===== config.mk =====
export PLATFORM = sky130hd
export DESIGN_NAME = me_result_collector
export DESIGN_NICKNAME = d
export VERILOG_FILES = /design/src/rtl/me_result_collector.sv
export SDC_FILE = /design/constraint.sdc
export NUM_CORES = 1
export LEC_CHECK = 0
export BUFFER_PORTS_ARGS = -buffer_cell sky130_fd_sc_hd__buf_4
export CAP_MARGIN = 20
export CORE_MARGIN = 5
export CORE_UTILIZATION = 33
export DETAILED_ROUTE_END_ITERATION = 8
export PLACE_DENSITY = 0.61
export SYNTH_ARGS = -nofsm -noshare
export SYNTH_HDL_FRONTEND = slang
export SYNTH_SLANG_ARGS = --single-unit
export TNS_END_PERCENT = 5

===== constraint.sdc =====
create_clock -name clk -period 8.5 [get_ports clk]
set_clock_uncertainty 0.15 [all_clocks]
set_input_delay 0 -clock clk [delete_from_list [all_inputs] [get_ports clk]]
set_output_delay 0 -clock clk [all_outputs]
set_load 0.05 [all_outputs]

===== src/rtl/me_result_collector.sv =====
// Result collector for the full-search ME top: runs the req/ack handshake, turns the linear
// best-candidate index into a centred (dx,dy) vector and queues results. Option: ME_COLLECT_STATS_EN.
module me_result_collector #(
  parameter int unsigned TB_LENGTH    = 16,
  parameter int unsigned SW_LENGTH    = 64,
  parameter int unsigned PE_OUT_WIDTH = 8,
  parameter int unsigned FIFO_DEPTH   = 4,
  localparam int unsigned RANGE       = SW_LENGTH - TB_LENGTH + 1,
  localparam int unsigned CNT_WIDTH   = $clog2(RANGE * RANGE),
  localparam int unsigned SAD_WIDTH   = $clog2(TB_LENGTH * TB_LENGTH) + PE_OUT_WIDTH,
  localparam int unsigned MV_WIDTH    = $clog2(RANGE) + 1
) (
  input  logic                 clk,
  input  logic                 rst,
  input  logic                 enable,
  output logic                 me_req,
  input  logic                 me_ack,
  input  logic [CNT_WIDTH-1:0] me_min_mvec,
  input  logic [SAD_WIDTH-1:0] me_min_sad,
  output logic                 out_valid,
  input  logic                 out_ready,
  output logic [MV_WIDTH-1:0]  out_dx,
  output logic [MV_WIDTH-1:0]  out_dy,
  output logic [SAD_WIDTH-1:0] out_sad,
  output logic [15:0]          blk_cnt,
  output logic [31:0]          sad_sum
);

  localparam int unsigned OFFSET = (RANGE - 1) / 2;
  localparam int unsigned YW     = $clog2(RANGE);
  localparam int unsigned PW     = $clog2(FIFO_DEPTH);
  localparam int unsigned CW     = PW + 1;

  localparam logic [2:0] StIdle    = 3'd0;
  localparam logic [2:0] StReq     = 3'd1;
  localparam logic [2:0] StRelease = 3'd2;
  localparam logic [2:0] StDiv     = 3'd3;
  localparam logic [2:0] StPush    = 3'd4;

  logic [2:0]           state_q, state_d;
  logic [CNT_WIDTH-1:0] rem_q, rem_d;
  logic [YW-1:0]        y_q, y_d;
  logic [YW-1:0]        x_q, x_d;
  logic [SAD_WIDTH-1:0] sad_q, sad_d;
  logic [15:0]          blk_cnt_q;
  logic [PW-1:0]        wr_ptr_q, rd_ptr_q;
  logic [CW-1:0]        count_q, count_d;
  logic                 push, pop;

  logic [MV_WIDTH-1:0]  mem_dx_q  [FIFO_DEPTH];
  logic [MV_WIDTH-1:0]  mem_dy_q  [FIFO_DEPTH];
  logic [SAD_WIDTH-1:0] mem_sad_q [FIFO_DEPTH];

  logic [MV_WIDTH-1:0]  push_dx, push_dy;

  always_comb begin
    state_d = state_q;
    rem_d   = rem_q;
    y_d     = y_q;
    x_d     = x_q;
    sad_d   = sad_q;
    push    = 1'b0;
    unique case (state_q)
      StIdle: begin
        if (enable && !me_ack && (count_q < CW'(FIFO_DEPTH))) state_d = StReq;
      end
      StReq: begin
        if (me_ack) begin
          rem_d   = me_min_mvec;
          sad_d   = me_min_sad;
          y_d     = '0;
          state_d = StRelease;
        end
      end
      StRelease: begin
        if (!me_ack) state_d = StDiv;
      end
      StDiv: begin
        if (rem_q >= CNT_WIDTH'(RANGE)) begin
          // Out-of-range index: clamp to the far corner instead of overflowing y.
          if (y_q == YW'(RANGE - 1)) begin
            x_d     = YW'(RANGE - 1);
            state_d = StPush;
          end else begin
            rem_d = rem_q - CNT_WIDTH'(RANGE);
            y_d   = y_q + YW'(1);
          end
        end else begin
          x_d     = rem_q[YW-1:0];
          state_d = StPush;
        end
      end
      StPush: begin
        push    = 1'b1;
        state_d = StIdle;
      end
      default: state_d = StIdle;
    endcase
  end

  always_ff @(posedge clk or posedge rst) begin
    if (rst) begin
      state_q   <= StIdle;
      rem_q     <= '0;
      y_q       <= '0;
      x_q       <= '0;
      sad_q     <= '0;
      blk_cnt_q <= '0;
    end else begin
      state_q <= state_d;
      rem_q   <= rem_d;
      y_q     <= y_d;
      x_q     <= x_d;
      sad_q   <= sad_d;
      if (push) blk_cnt_q <= blk_cnt_q + 16'd1;
    end
  end

  assign push_dx = MV_WIDTH'(x_q) - MV_WIDTH'(OFFSET);
  assign push_dy = MV_WIDTH'(y_q) - MV_WIDTH'(OFFSET);
  assign pop     = (count_q != '0) && out_ready;

  always_comb begin
    count_d = count_q;
    unique case ({push, pop})
      2'b10:   count_d = count_q + CW'(1);
      2'b01:   count_d = count_q - CW'(1);
      default: count_d = count_q;
    endcase
  end

  always_ff @(posedge clk or posedge rst) begin
    if (rst) begin
      wr_ptr_q <= '0;
      rd_ptr_q <= '0;
      count_q  <= '0;
      for (int i = 0; i < FIFO_DEPTH; i++) begin
        mem_dx_q[i]  <= '0;
        mem_dy_q[i]  <= '0;
        mem_sad_q[i] <= '0;
      end
    end else begin
      count_q <= count_d;
      if (push) begin
        mem_dx_q[wr_ptr_q]  <= push_dx;
        mem_dy_q[wr_ptr_q]  <= push_dy;
        mem_sad_q[wr_ptr_q] <= sad_q;
        wr_ptr_q            <= wr_ptr_q + PW'(1);
      end
      if (pop) rd_ptr_q <= rd_ptr_q + PW'(1);
    end
  end

  assign me_req    = (state_q == StReq);
  assign out_valid = (count_q != '0);
  assign out_dx    = mem_dx_q[rd_ptr_q];
  assign out_dy    = mem_dy_q[rd_ptr_q];
  assign out_sad   = mem_sad_q[rd_ptr_q];
  assign blk_cnt   = blk_cnt_q;

`ifdef ME_COLLECT_STATS_EN
  logic [31:0] sad_sum_q;

  always_ff @(posedge clk or posedge rst) begin
    if (rst) begin
      sad_sum_q <= '0;
    end else if (push) begin
      sad_sum_q <= sad_sum_q + 32'(sad_q);
    end
  end

  assign sad_sum = sad_sum_q;
`else
  assign sad_sum = '0;
`endif

endmodule

==> impl_results.md, run 1 <==
- Endpoints failing setup: 0
- Commonest non-fill, non-tap cell in the layout: dfrtp_1
- Clock H-tree levels: 4
- Post-layout min period: around 2.6 ns
- Dominant cells by area after synthesis: dfrtp_1 54%, mux2_2 9.6%, mux4_2 7.9%
- Die area: 0.0293 mm2
- CTS max path bufs: 2
- Clock Power Share: 31.7%
- DRT iter0 DRCs: 371
- Worst-path cell chain: nor3b_2 -> nand2_1 -> o21ai_1 -> buf_4 -> o21a_1 -> o22a_1
- CTS tree: done
- Max-Slew Margin vs Limit: 37.9%
- Data required, critical path: 8.72 ns
- Row count: 59
- Critical path type: flip-flop to flip-flop
- CTS Buf Count: 17
- Io pins: 113
- Critical Path Max Stage Delay: around 0.59 ns
- Seq cells post-synth: 186
- Achievable clock frequency: around 0.38 GHz
- Sequential cell area fraction in the yosys report: between 50% and 60%
- Critical path endpoint category: flip-flop
- Comb pwr share: around a quarter
- Crit path max-delay family: compound AO/OA/AOI/OAI gates
- CP max-delay cell: o21ai_1
- Pwr Density: 256 mW/mm2
- Grt ovf: 0
- Clock root cell: clkbuf_16
- CP endpoint: rem_q[11]
- Post-synth EDFFs: 0
- Synth cell types: 53
- Layout cells sized above 1: between 20 and 30%
- Ys flop type: dfrtp_1
- Slew Limit Fails: 0
- Sw Pwr: ~0.0009 W
- Critical R2R Launch: state_q[1]
- Leading area contributor after synthesis: dfrtp_1
- Vias after detailed routing: 5,435
- Hold Crit Depth: 4
- Mapped cell area: ~0.0086 mm2
- DRC violations left: 0
- Chip width: 171 um
- Reg2Reg Depth: 6
- PortBufs: 80
- Largest net degree at the start of global routing: 112
- Clock-pin slew on the worst setup and hold paths: approximately 0.07 ns
- CORE AREA: 0.0258 mm2
- Period utilization: slightly above 30%
- Vias in the first global route: between 5,000 and 6,000
- Final net count: 844
- Gate Count Post-Synth: approximately 690
- Worst-Margin Slew: 0.931 ns
- DP Cell Count: 1,079
- Synthesis-to-layout area growth: 20.7%
- Synth top area share: 54.2%
- Synth warnings: 0
- Crit-path max FO: 21
- CP startpoint: state_q[1]
- Clock latency at the later pin of the worst-skew pair: between 0.4 and 0.5 ns
- Syn_area_per_cell: around 12 um2
- HP Class: primary input to flip-flop
- R2R setup slack: 5.87 ns
- Hold Vio Cnt, Final: 0
- Pre-antenna DRT Iters: 5
- Routability Congestion: 0.734
- Hpwl dp: 11.6 mm
- Unrepaired setup endpoints after global routing: no
- Finished Core Util: 40.1%
- Max cap viols: 0
- Vias per Instance: approximately 4.7
- Asr flop ratio synth: 100%
- Initial core utilization: around a third
- Final ANT Viol Nets: 0
- CTS sink count: about 190
- Final non-filler cell total: 1,145
- Critical R2R Capture: rem_q[11]
- Commonest cells after routing, fill and taps aside: 185 x dfrtp_1, 115 x nand2_1, 89 x buf_4
- Die Ht: approximately 170 um
- First-pass GRT wire length: 29.4 mm
- Sequential Power Share: a little over two fifths
- Wirelength per Cell: 16.0 um
- Leakage power: 5.12 nW
- Maximum vdd drop: 0.000126 V
- WP data arrival: 2.85 ns
- Type of origin of the critical path: flip-flop
- Initial antenna violation count: 0
- Status: completed
- Final hold slack: 0.159 ns
- Internal: 0.00176 W
- Drt total wl: ~18 mm
- Final TNS setup: 0 ns
- Net Sw Frac: around a third
- Critical path buffers and inverters: 1
- Post-CTS Setup Repair Bufs: 0
- CP Depth: 6
- Diode count: 0
- Gr usage total: around 13%
-- worst register-to-register path, cell delays in order, from the launching register on --
cell and delay, ns:
dfrtp_1 0.47, nor3b_2 0.27, nand2_1 0.56, o21ai_1 0.59, buf_4 0.29, o21a_1 0.14, o22a_1 0.12
-- synthesized netlist by cell type (all sizes together) (2+ instances only) --
cell / instances
nor3: 4
or2: 3
nand3b: 2
o31ai: 2
a21o: 2
mux4: 30
nor3b: 5
nor2: 15
nand4: 9
mux2: 89
a21oi: 20
ha: 12
mux2i: 3
o22ai: 5
a31oi: 2
and2: 5
o21ai: 44
nand2: 115
nor4: 2
xor2: 9
o211ai: 2
xnor2: 16
inv: 15
clkbuf: 11
buf: 57
nand3: 7
o22a: 3
a22o: 4
dfrtp: 186
-- per-stage QoR --
step	area [um2]	worst slack (ns)	total power [W]
final	10400	5.87	0.00265
after global routing	10400	5.66	0.00281
after CTS	10300	5.83	0.00267
after detailed placement	9360	5.88	0.00181
after global placement	9360	5.95	0.00180
after floorplan	8700	3.29	0.00165
-- cell type report --
type                       count  area (um2)
fill                        2504       15500
sequential                   186        4660
multi-input combinational    454        3550
timing repair buffer         124        1050
clock buffer                  17         425
tap                          335         419
clock inverter                14         194
inverter                      15        61.3
-- layer usage --
| metal | track usage [%] | share of wire (%) |
|---|---|---|
| met1 | 17.7 | 47 |
| met3 | 2.90 | 5.0 |
| met2 | 19.8 | 47 |
| met4 | 3.72 | 1.3 |
| met5 | 0 | 0 |
-- state kept, by name, summed over array words and instances (netlist names), 3 cells and up --
register   cells
count_q        3
state_q        3
y_q            6
mem_dx_q      28
sad_q         16
mem_sad_q     64
mem_dy_q      28
blk_cnt       16
x_q            6
rem_q         12
-- logic make-up after synthesis --
group / count (synthesis) / synth area share, %
other: 1 / 0.0437
multiplexers: 122 / 19.9
AND/OR/NAND/NOR: 171 / 9.29
AO/OA/AOI/OAI: 91 / 6.21
adder cells (fa/ha/maj): 13 / 1.98
flip-flops: 186 / 54.2
buffers and inverters: 83 / 5.74
XOR/XNOR: 25 / 2.55
-- how the worst min path moves through the flow --
stage	start	endpoint	slack, ns
global placement	me_min_sad[8]	sad_q[8]	0.05
floorplan	me_min_sad[0]	sad_q[0]	-0.04
finish	me_min_sad[8]	sad_q[8]	0.16
CTS	me_min_sad[8]	sad_q[8]	0.15
global route	me_min_sad[11]	sad_q[11]	0.16
detailed placement	me_min_sad[8]	sad_q[8]	0.05
-- repair_timing --
action | in CTS | in global routing
hold buffers | 32 | 1
resized for setup | 0 | 0
hold endpoints to repair | 141 | 8
-- power by group through the flow --
stage	Sequential (W)	Clock (W)	Combinational, W
finish	0.00115	0.000840	0.000655
CTS	0.00115	0.000860	0.000662
floorplan	0.00110	0	0.000547
global placement	0.00117	0	0.000637
global route	0.00117	0.000897	0.000736
detailed placement	0.00117	0	0.000645
Power figures use the tool's default switching activity.
==> inputs of run 2 (changes only) <==
--- a/config.mk
+++ b/config.mk
@@ -5,12 +5,13 @@
 export SDC_FILE = /design/constraint.sdc
 export NUM_CORES = 1
 export LEC_CHECK = 0
+export ABC_AREA = 1
 export BUFFER_PORTS_ARGS = -buffer_cell sky130_fd_sc_hd__buf_4
 export CAP_MARGIN = 20
 export CORE_MARGIN = 5
 export CORE_UTILIZATION = 33
 export DETAILED_ROUTE_END_ITERATION = 8
-export PLACE_DENSITY = 0.61
+export PLACE_DENSITY = 0.6
 export SYNTH_ARGS = -nofsm -noshare
 export SYNTH_HDL_FRONTEND = slang
 export SYNTH_SLANG_ARGS = --single-unit
==> constraint.sdc (replaced) <==
create_clock -name clk -period 2.7 [get_ports clk]
set_clock_uncertainty 0.15 [all_clocks]
set_input_delay 0 -clock clk [delete_from_list [all_inputs] [get_ports clk]]
set_output_delay 0 -clock clk [all_outputs]
set_load 0.05 [all_outputs]
==> run 2 against run 1 <==
Compared with the run above:
- setup slack got worse by 5.3 ns
- combinational power rose to 7.6 times the previous value
- sequential power rose to 3.2 times the previous value
- area after synthesis rose by 3.4%
- wire length rose by 15%
- non-clock buffer count rose by 8
- largest cell class unchanged
- largest power group is now combinational cells
==> impl_results.md, run 2 <==
- Most common cell in the netlist: nand2_1
- DRC violations left: 0
- Clock H-tree levels: 4
- First-pass GRT wire length: 34.5 mm
- Ys flop type: dfrtp_1
- Io pins: 113
- Die Ht: between 150 and 200 um
- Critical Path Max Stage Delay: between 0.3 and 0.4 ns
- CTS Buf Count: 17
- Initial core utilization: between 30% and 40%
- R2R setup slack: between 0.6 and 0.7 ns
- Layout cells sized above 1: 13.0%
- Pre-antenna DRT Iters: 5
- CTS max path bufs: 2
- Endpoints failing setup: 0
- Routability Congestion: 0.786
- Synthesis-to-layout area growth: 19.4%
- Drt total wl: 21.0 mm
- Diode count: 0
- Max-Slew Margin vs Limit: 59.6%
- Max cap viols: 0
- CORE AREA: 0.0267 mm2
- Mapped cell area: 0.00887 mm2
- Post-synth EDFFs: 0
- Asr flop ratio synth: 100%
- Synth warnings: 0
- Type of origin of the critical path: flip-flop
- Slew Limit Fails: 0
- Commonest cells after routing, fill and taps aside: 288 x nand2_1, 185 x dfrtp_1, 158 x o21ai_0
- Critical R2R Capture: mem_sad_q[45]
- Gr usage total: approximately 14%
- Synth cell types: 37
- Data required, critical path: approximately 2.6 ns
- Sequential cell area fraction in the yosys report: 52.5%
- Area of the multi-input gates: 0.00354 mm2
- Wirelength per Cell: 13.9 um
- PortBufs: 80
- Grt ovf: 0
- Biggest regs: mem_sad_q (64), mem_dx_q (28), mem_dy_q (28)
- Clock root cell: clkbuf_16
- Clock-pin slew on the worst setup and hold paths: 0.07 ns
- Reg2Reg Depth: 6
- Initial antenna violation count: 0
- Critical R2R Launch: state_q[2]
- Synth top area share: 52.5%
- Critical path type: flip-flop to primary output
- HP Class: primary input to flip-flop
- Syn_area_per_cell: 8.36 um2
- Critical path endpoint category: primary output
- Achievable clock frequency: roughly 0.47 GHz
- Die area: 0.0303 mm2
- Top post-synthesis cells by count: 288 x nand2_1, 186 x dfrtp_1, 158 x o21ai_0
- Seq cells post-synth: around 190
- Pwr Density: 1040 mW/mm2
- CTS tree: done
- DRT iter0 DRCs: 456
- Final TNS setup: 0 ns
- Crit-path most repeated cell: buf_4
- Post-CTS Setup Repair Bufs: 0
- Vias per Instance: 4.70
- Hpwl dp: 13.7 mm
- Leakage power: ~5.2 nW
- Period utilization: about 78%
- Largest net degree at the start of global routing: 73
- CP max-delay cell: dfrtp_1
- CTS sink count: 186
- Commonest non-fill, non-tap cell in the layout: nand2_1
- Status: completed
- Leading area contributor after synthesis: dfrtp_1
- Gate Count Post-Synth: roughly 1,100
- Dominant cells by area after synthesis: dfrtp_1 52%, nand2_1 12%, o21ai_0 8.9%
- Register area: 0.00466 mm2
- Vias after detailed routing: between 7,000 and 8,000
- Filler cells: 2,739
- Reg with most FFs: mem_sad_q
- CP endpoint: out_dy[4]
- Max FFs per register: 64
- Hold Vio Cnt, Final: 0
- WP data arrival: 1.96 ns
- Final net count: approximately 1,200
- Vias in the first global route: about 6,700
- Worst-Margin Slew: 0.604 ns
- Post-layout min period: 2.11 ns
- Final hold slack: 0.210 ns
- CP startpoint: rd_ptr_q[1]
- Unrepaired setup endpoints after global routing: no
- Worst-path cell chain: inv_1 -> buf_4 -> o21ai_0 -> o22ai_1 -> buf_4
- Chip width: 174 um
- Clock latency at the later pin of the worst-skew pair: 0.43 ns
- Row count: 60
- Crit-path max FO: 12
- Final ANT Viol Nets: 0
- Maximum vdd drop: 0.000450 V
[run 2: power breakdown]
part           internal (W)  switching, W  leakage [nW]
Combinational       0.00150       0.00351          2.48
Sequential          0.00332      0.000342          2.50
Clock               0.00123       0.00115         0.264
Total               0.00606       0.00500          5.24
[run 2: cell type report]
type	count	area share (%)
clock inverters	12	1.04
well taps	341	4.03
clock buffers	20	4.22
flip-flops and latches	186	43.9
inverters	72	2.61
multi-input cells	749	33.5
repair buffers	132	10.7
[run 2: kinds of logic (layout without fill, tap and decap cells)]
group	count (synthesis)	after routing	share of synthesized area (%)
AO/OA/AOI/OAI	228	228	13.4
XOR/XNOR	22	22	2.17
adder cells (fa/ha/maj)	13	13	1.92
buffers and inverters	158	236	8.91
flip-flops	186	186	52.5
other	1	32	0.0423
AND/OR/NAND/NOR	454	454	21.1
[run 2: timing repair]
item / 4_1_cts / 5_1_grt
hold buffers: 33 / 0
hold endpoints to repair: 218 / 0
gates resized for setup: 0 / 0
endpoints found under the setup margin: 0 / 0
[run 2: worst min-delay path by stage]
| stage | end | slack, ns | start | cells past startpoint |
|---|---|---|---|---|
| detailed placement | sad_q[14] | -0.23 | rst | 2 |
| finish | sad_q[1] | 0.21 | me_min_sad[1] | 4 |
| floorplan | sad_q[10] | 0.009 | me_min_sad[10] | 2 |
| CTS | sad_q[7] | 0.19 | me_min_sad[7] | 4 |
| global placement | sad_q[14] | -0.23 | rst | 2 |
| global route | sad_q[14] | 0.20 | me_min_sad[14] | 4 |
[run 2: worst max-delay path: cells and delay by family (launching register included)]
kind / cells / cell delay (ns)
flops: 1 / 0.37
compound gates: 2 / 0.34
buf+inv: 3 / 0.82
[run 2: metrics by stage]
stage / std cells / worst slack [ns] / power, W / instance area [um2] / utilization (%)
final: 1512 / 0.590 / 0.0111 / 10600 / 39.6
after global routing: 1512 / 0.374 / 0.0118 / 10600 / 39.6
after CTS: 1512 / 0.516 / 0.0112 / 10600 / 39.6
after detailed placement: 1447 / 0.630 / 0.00872 / 9710 / 36.3
after global placement: 1447 / 0.664 / 0.00868 / 9710 / 36.3
after floorplan: 1093 / 0.157 / 0.00734 / 8990 / -
[run 2: routing by layer]
metal,share of wire (%),track usage (%),vias up,wire length [um]
met2,46,22.3,141,9690
met4,0.97,3.50,0,203
met1,49,19.1,3396,10300
li1,-,-,3561,-
met3,3.7,2.96,14,785
met5,0,0,-,0
==> inputs of run 3 (changes only) <==
==> constraint.sdc (replaced) <==
create_clock -name clk -period 2.05 [get_ports clk]
set_clock_uncertainty 0.15 [all_clocks]
set_input_delay 0 -clock clk [delete_from_list [all_inputs] [get_ports clk]]
set_output_delay 0 -clock clk [all_outputs]
set_load 0.05 [all_outputs]
==> run 3 against run 2 <==
Compared with the run above:
- cell area grew 1.7%
- via count fell by 0.24%
- sequential cell count stayed put
- critical path depth unchanged
- critical path type unchanged
- sequential share of layout area shrank 0.70 points
- highest routed layer unchanged
- final cell count grew 0.73%
- first-iteration DRC count down 6.6%
- die area unchanged
- wire length decreased by 0.14%
==> impl_results.md, run 3 (synthesized netlist as in run 2, its figures left out) <==
- Highest Signal Layer: met4
- Finished Core Util: 40.3%
- Internal: 0.00817 W
- Clock H-tree levels: 4
- Vias in the first global route: ~7,000
- DRT met1 WL: roughly 10 mm
- Synthesis-to-layout area growth: 21.4%
- Diode count: 0
- Critical path endpoint category: primary output
- Critical path type: flip-flop to primary output
- Max FFs per register: 64
- Achievable clock frequency: 0.503 GHz
- R2R setup slack: 0.13 ns
- Chip width: 174 um
- Reg with most FFs: mem_sad_q
- Clock root cell: clkbuf_16
- Unrepaired setup endpoints after global routing: yes
- Endpoints failing setup: 0
- Initial antenna violation count: 0
- Design area: 0.0108 mm2
- Wirelength per Cell: approximately 14 um
- Sw Pwr: 0.00655 W
- Biggest regs: mem_sad_q (64), mem_dx_q (28), mem_dy_q (28)
- Leakage power: 5.33 nW
- CTS sink count: between 150 and 200
- Commonest cells after routing, fill and taps aside: 288 x nand2_1, 184 x dfrtp_1, 157 x o21ai_0
- Gr usage total: between 10% and 20%
- Clock Power Share: a little over a fifth
- Final net count: 1,216
- Vias after detailed routing: 7,095
- Max cap viols: 0
- WP data arrival: 1.84 ns
- Sequential Power Share: 32.7%
- DRT iter0 DRCs: 426
- Comb pwr share: a little under half
- Vias per Instance: 4.66
- Routability Congestion: 0.783
- Clock-pin slew on the worst setup and hold paths: ~0.07 ns
- CTS Buf Count: 17
- Largest net degree at the start of global routing: 58
- Pre-antenna DRT Iters: 5
- Maximum vdd drop: approximately 0.00050 V
- CP startpoint: rd_ptr_q[0]
- Commonest non-fill, non-tap cell in the layout: nand2_1
- Area of the multi-input gates: 0.00357 mm2
- Pwr Density: 1370 mW/mm2
- Drt total wl: 20.9 mm
- First-pass GRT wire length: 35.2 mm
- Layout cells sized above 1: 14.4%
- Post-layout min period: between 1.5 and 2 ns
- CORE AREA: 0.0267 mm2
- Post-CTS Setup Repair Bufs: 0
- Period utilization: roughly 97%
- Final ANT Viol Nets: 0
- Type of origin of the critical path: flip-flop
- DRC violations left: 0
- Hold Startpoint: me_min_sad[11]
- CTS tree: done
- Die Ht: 174 um
- DP Area: 0.00985 mm2
- CTS max path bufs: 2
- Clock latency at the later pin of the worst-skew pair: 0.42 ns
- Filler cells: about 2,700
- PortBufs: 80
- Metal3 WL: about 770 um
- Register area: between 0.004 and 0.005 mm2
- Initial core utilization: 33.2%
- Io pins: 113
- Critical R2R Launch: state_q[2]
- Hpwl dp: roughly 14 mm
- HP Class: primary input to flip-flop
- Status: completed
- Row count: 60
- DR WL met2: 9.99 mm
- Slew Limit Fails: 0
- Grt ovf: 0
- Hold Vio Cnt, Final: 0
- Data required, critical path: 1.90 ns
- Die area: between 0.03 and 0.04 mm2
- Crit-path max FO: 42
- Net Sw Frac: 44.5%
[run 3: cell count changes in the layout (fill, tap and decap cells not counted), moves of 2 or more]
| cell | previous run | this run |
|---|---|---|
| o22ai_2 | 0 | 2 |
| nand3_2 | 1 | 3 |
| buf_12 | 5 | 9 |
| nand3_1 | 28 | 26 |
| o22ai_1 | 33 | 31 |
| inv_8 | 2 | 0 |
| buf_4 | 94 | 101 |
[run 3: final cells by class]
cell class | count | share of cell area [%]
clock inverters | 12 | 1.06
inverters | 72 | 2.57
well taps | 341 | 3.96
multi-input cells | 749 | 33.2
flip-flops and latches | 186 | 43.2
repair buffers | 144 | 11.9
clock buffers | 19 | 4.11
[run 3: worst max-delay path, cell delays in order, from the launching register on]
cell,delay (ns)
dfrtp_2,0.42
inv_1,0.11
buf_12,0.23
o21ai_0,0.10
o22ai_1,0.28
buf_4,0.27
[run 3: path summary, 6_finish.rpt]
check	to	depth (start not counted)
setup / recovery	out_dy[1]	5
hold / removal	sad_q[11]	4
setup reg to reg	state_q[1]	8
hold reg to reg	mem_dy_q[20]	2
max in group asynchronous	mem_sad_q[53]	5
min in group asynchronous	mem_sad_q[10]	4
[run 3: layer usage]
metal / track usage (%) / vias to the layer above
met3: 2.96 / 6
met4: 2.87 / 0
li1: - / 3576
met2: 22.9 / 110
met5: 0 / -
met1: 19.3 / 3403
[run 3: power by group through the flow]
stage / Combinational, W / Clock [W] / Sequential, W
after floorplan: 0.00486 / 0 / 0.00480
after global placement: 0.00662 / 0 / 0.00486
after detailed placement: 0.00668 / 0 / 0.00488
after CTS: 0.00677 / 0.00325 / 0.00481
after global routing: 0.00745 / 0.00338 / 0.00491
final: 0.00674 / 0.00316 / 0.00481
[run 3: repair_timing]
item | 4_1_cts | 5_1_grt
resized for setup | 0 | 9
hold buffers | 33 | 0
hold endpoints to repair | 220 | 0
endpoints found under the setup margin | 0 | 18
[run 3: stage by stage]
| stage | setup TNS (ns) | worst slack, ns | hold WS [ns] | total power (W) | instances |
|---|---|---|---|---|---|
| floorplan | -92.06 | -0.493 | 0.00865 | 0.00966 | 1093 |
| global placement | 0 | 0.128 | -0.0891 | 0.0115 | 1459 |
| detailed placement | 0 | 0.0827 | -0.0924 | 0.0116 | 1459 |
| CTS | 0 | 0.0163 | 0.194 | 0.0148 | 1523 |
| global route | -0.110 | -0.0307 | 0.234 | 0.0157 | 1523 |
| finish | 0 | 0.0603 | 0.213 | 0.0147 | 1523 |
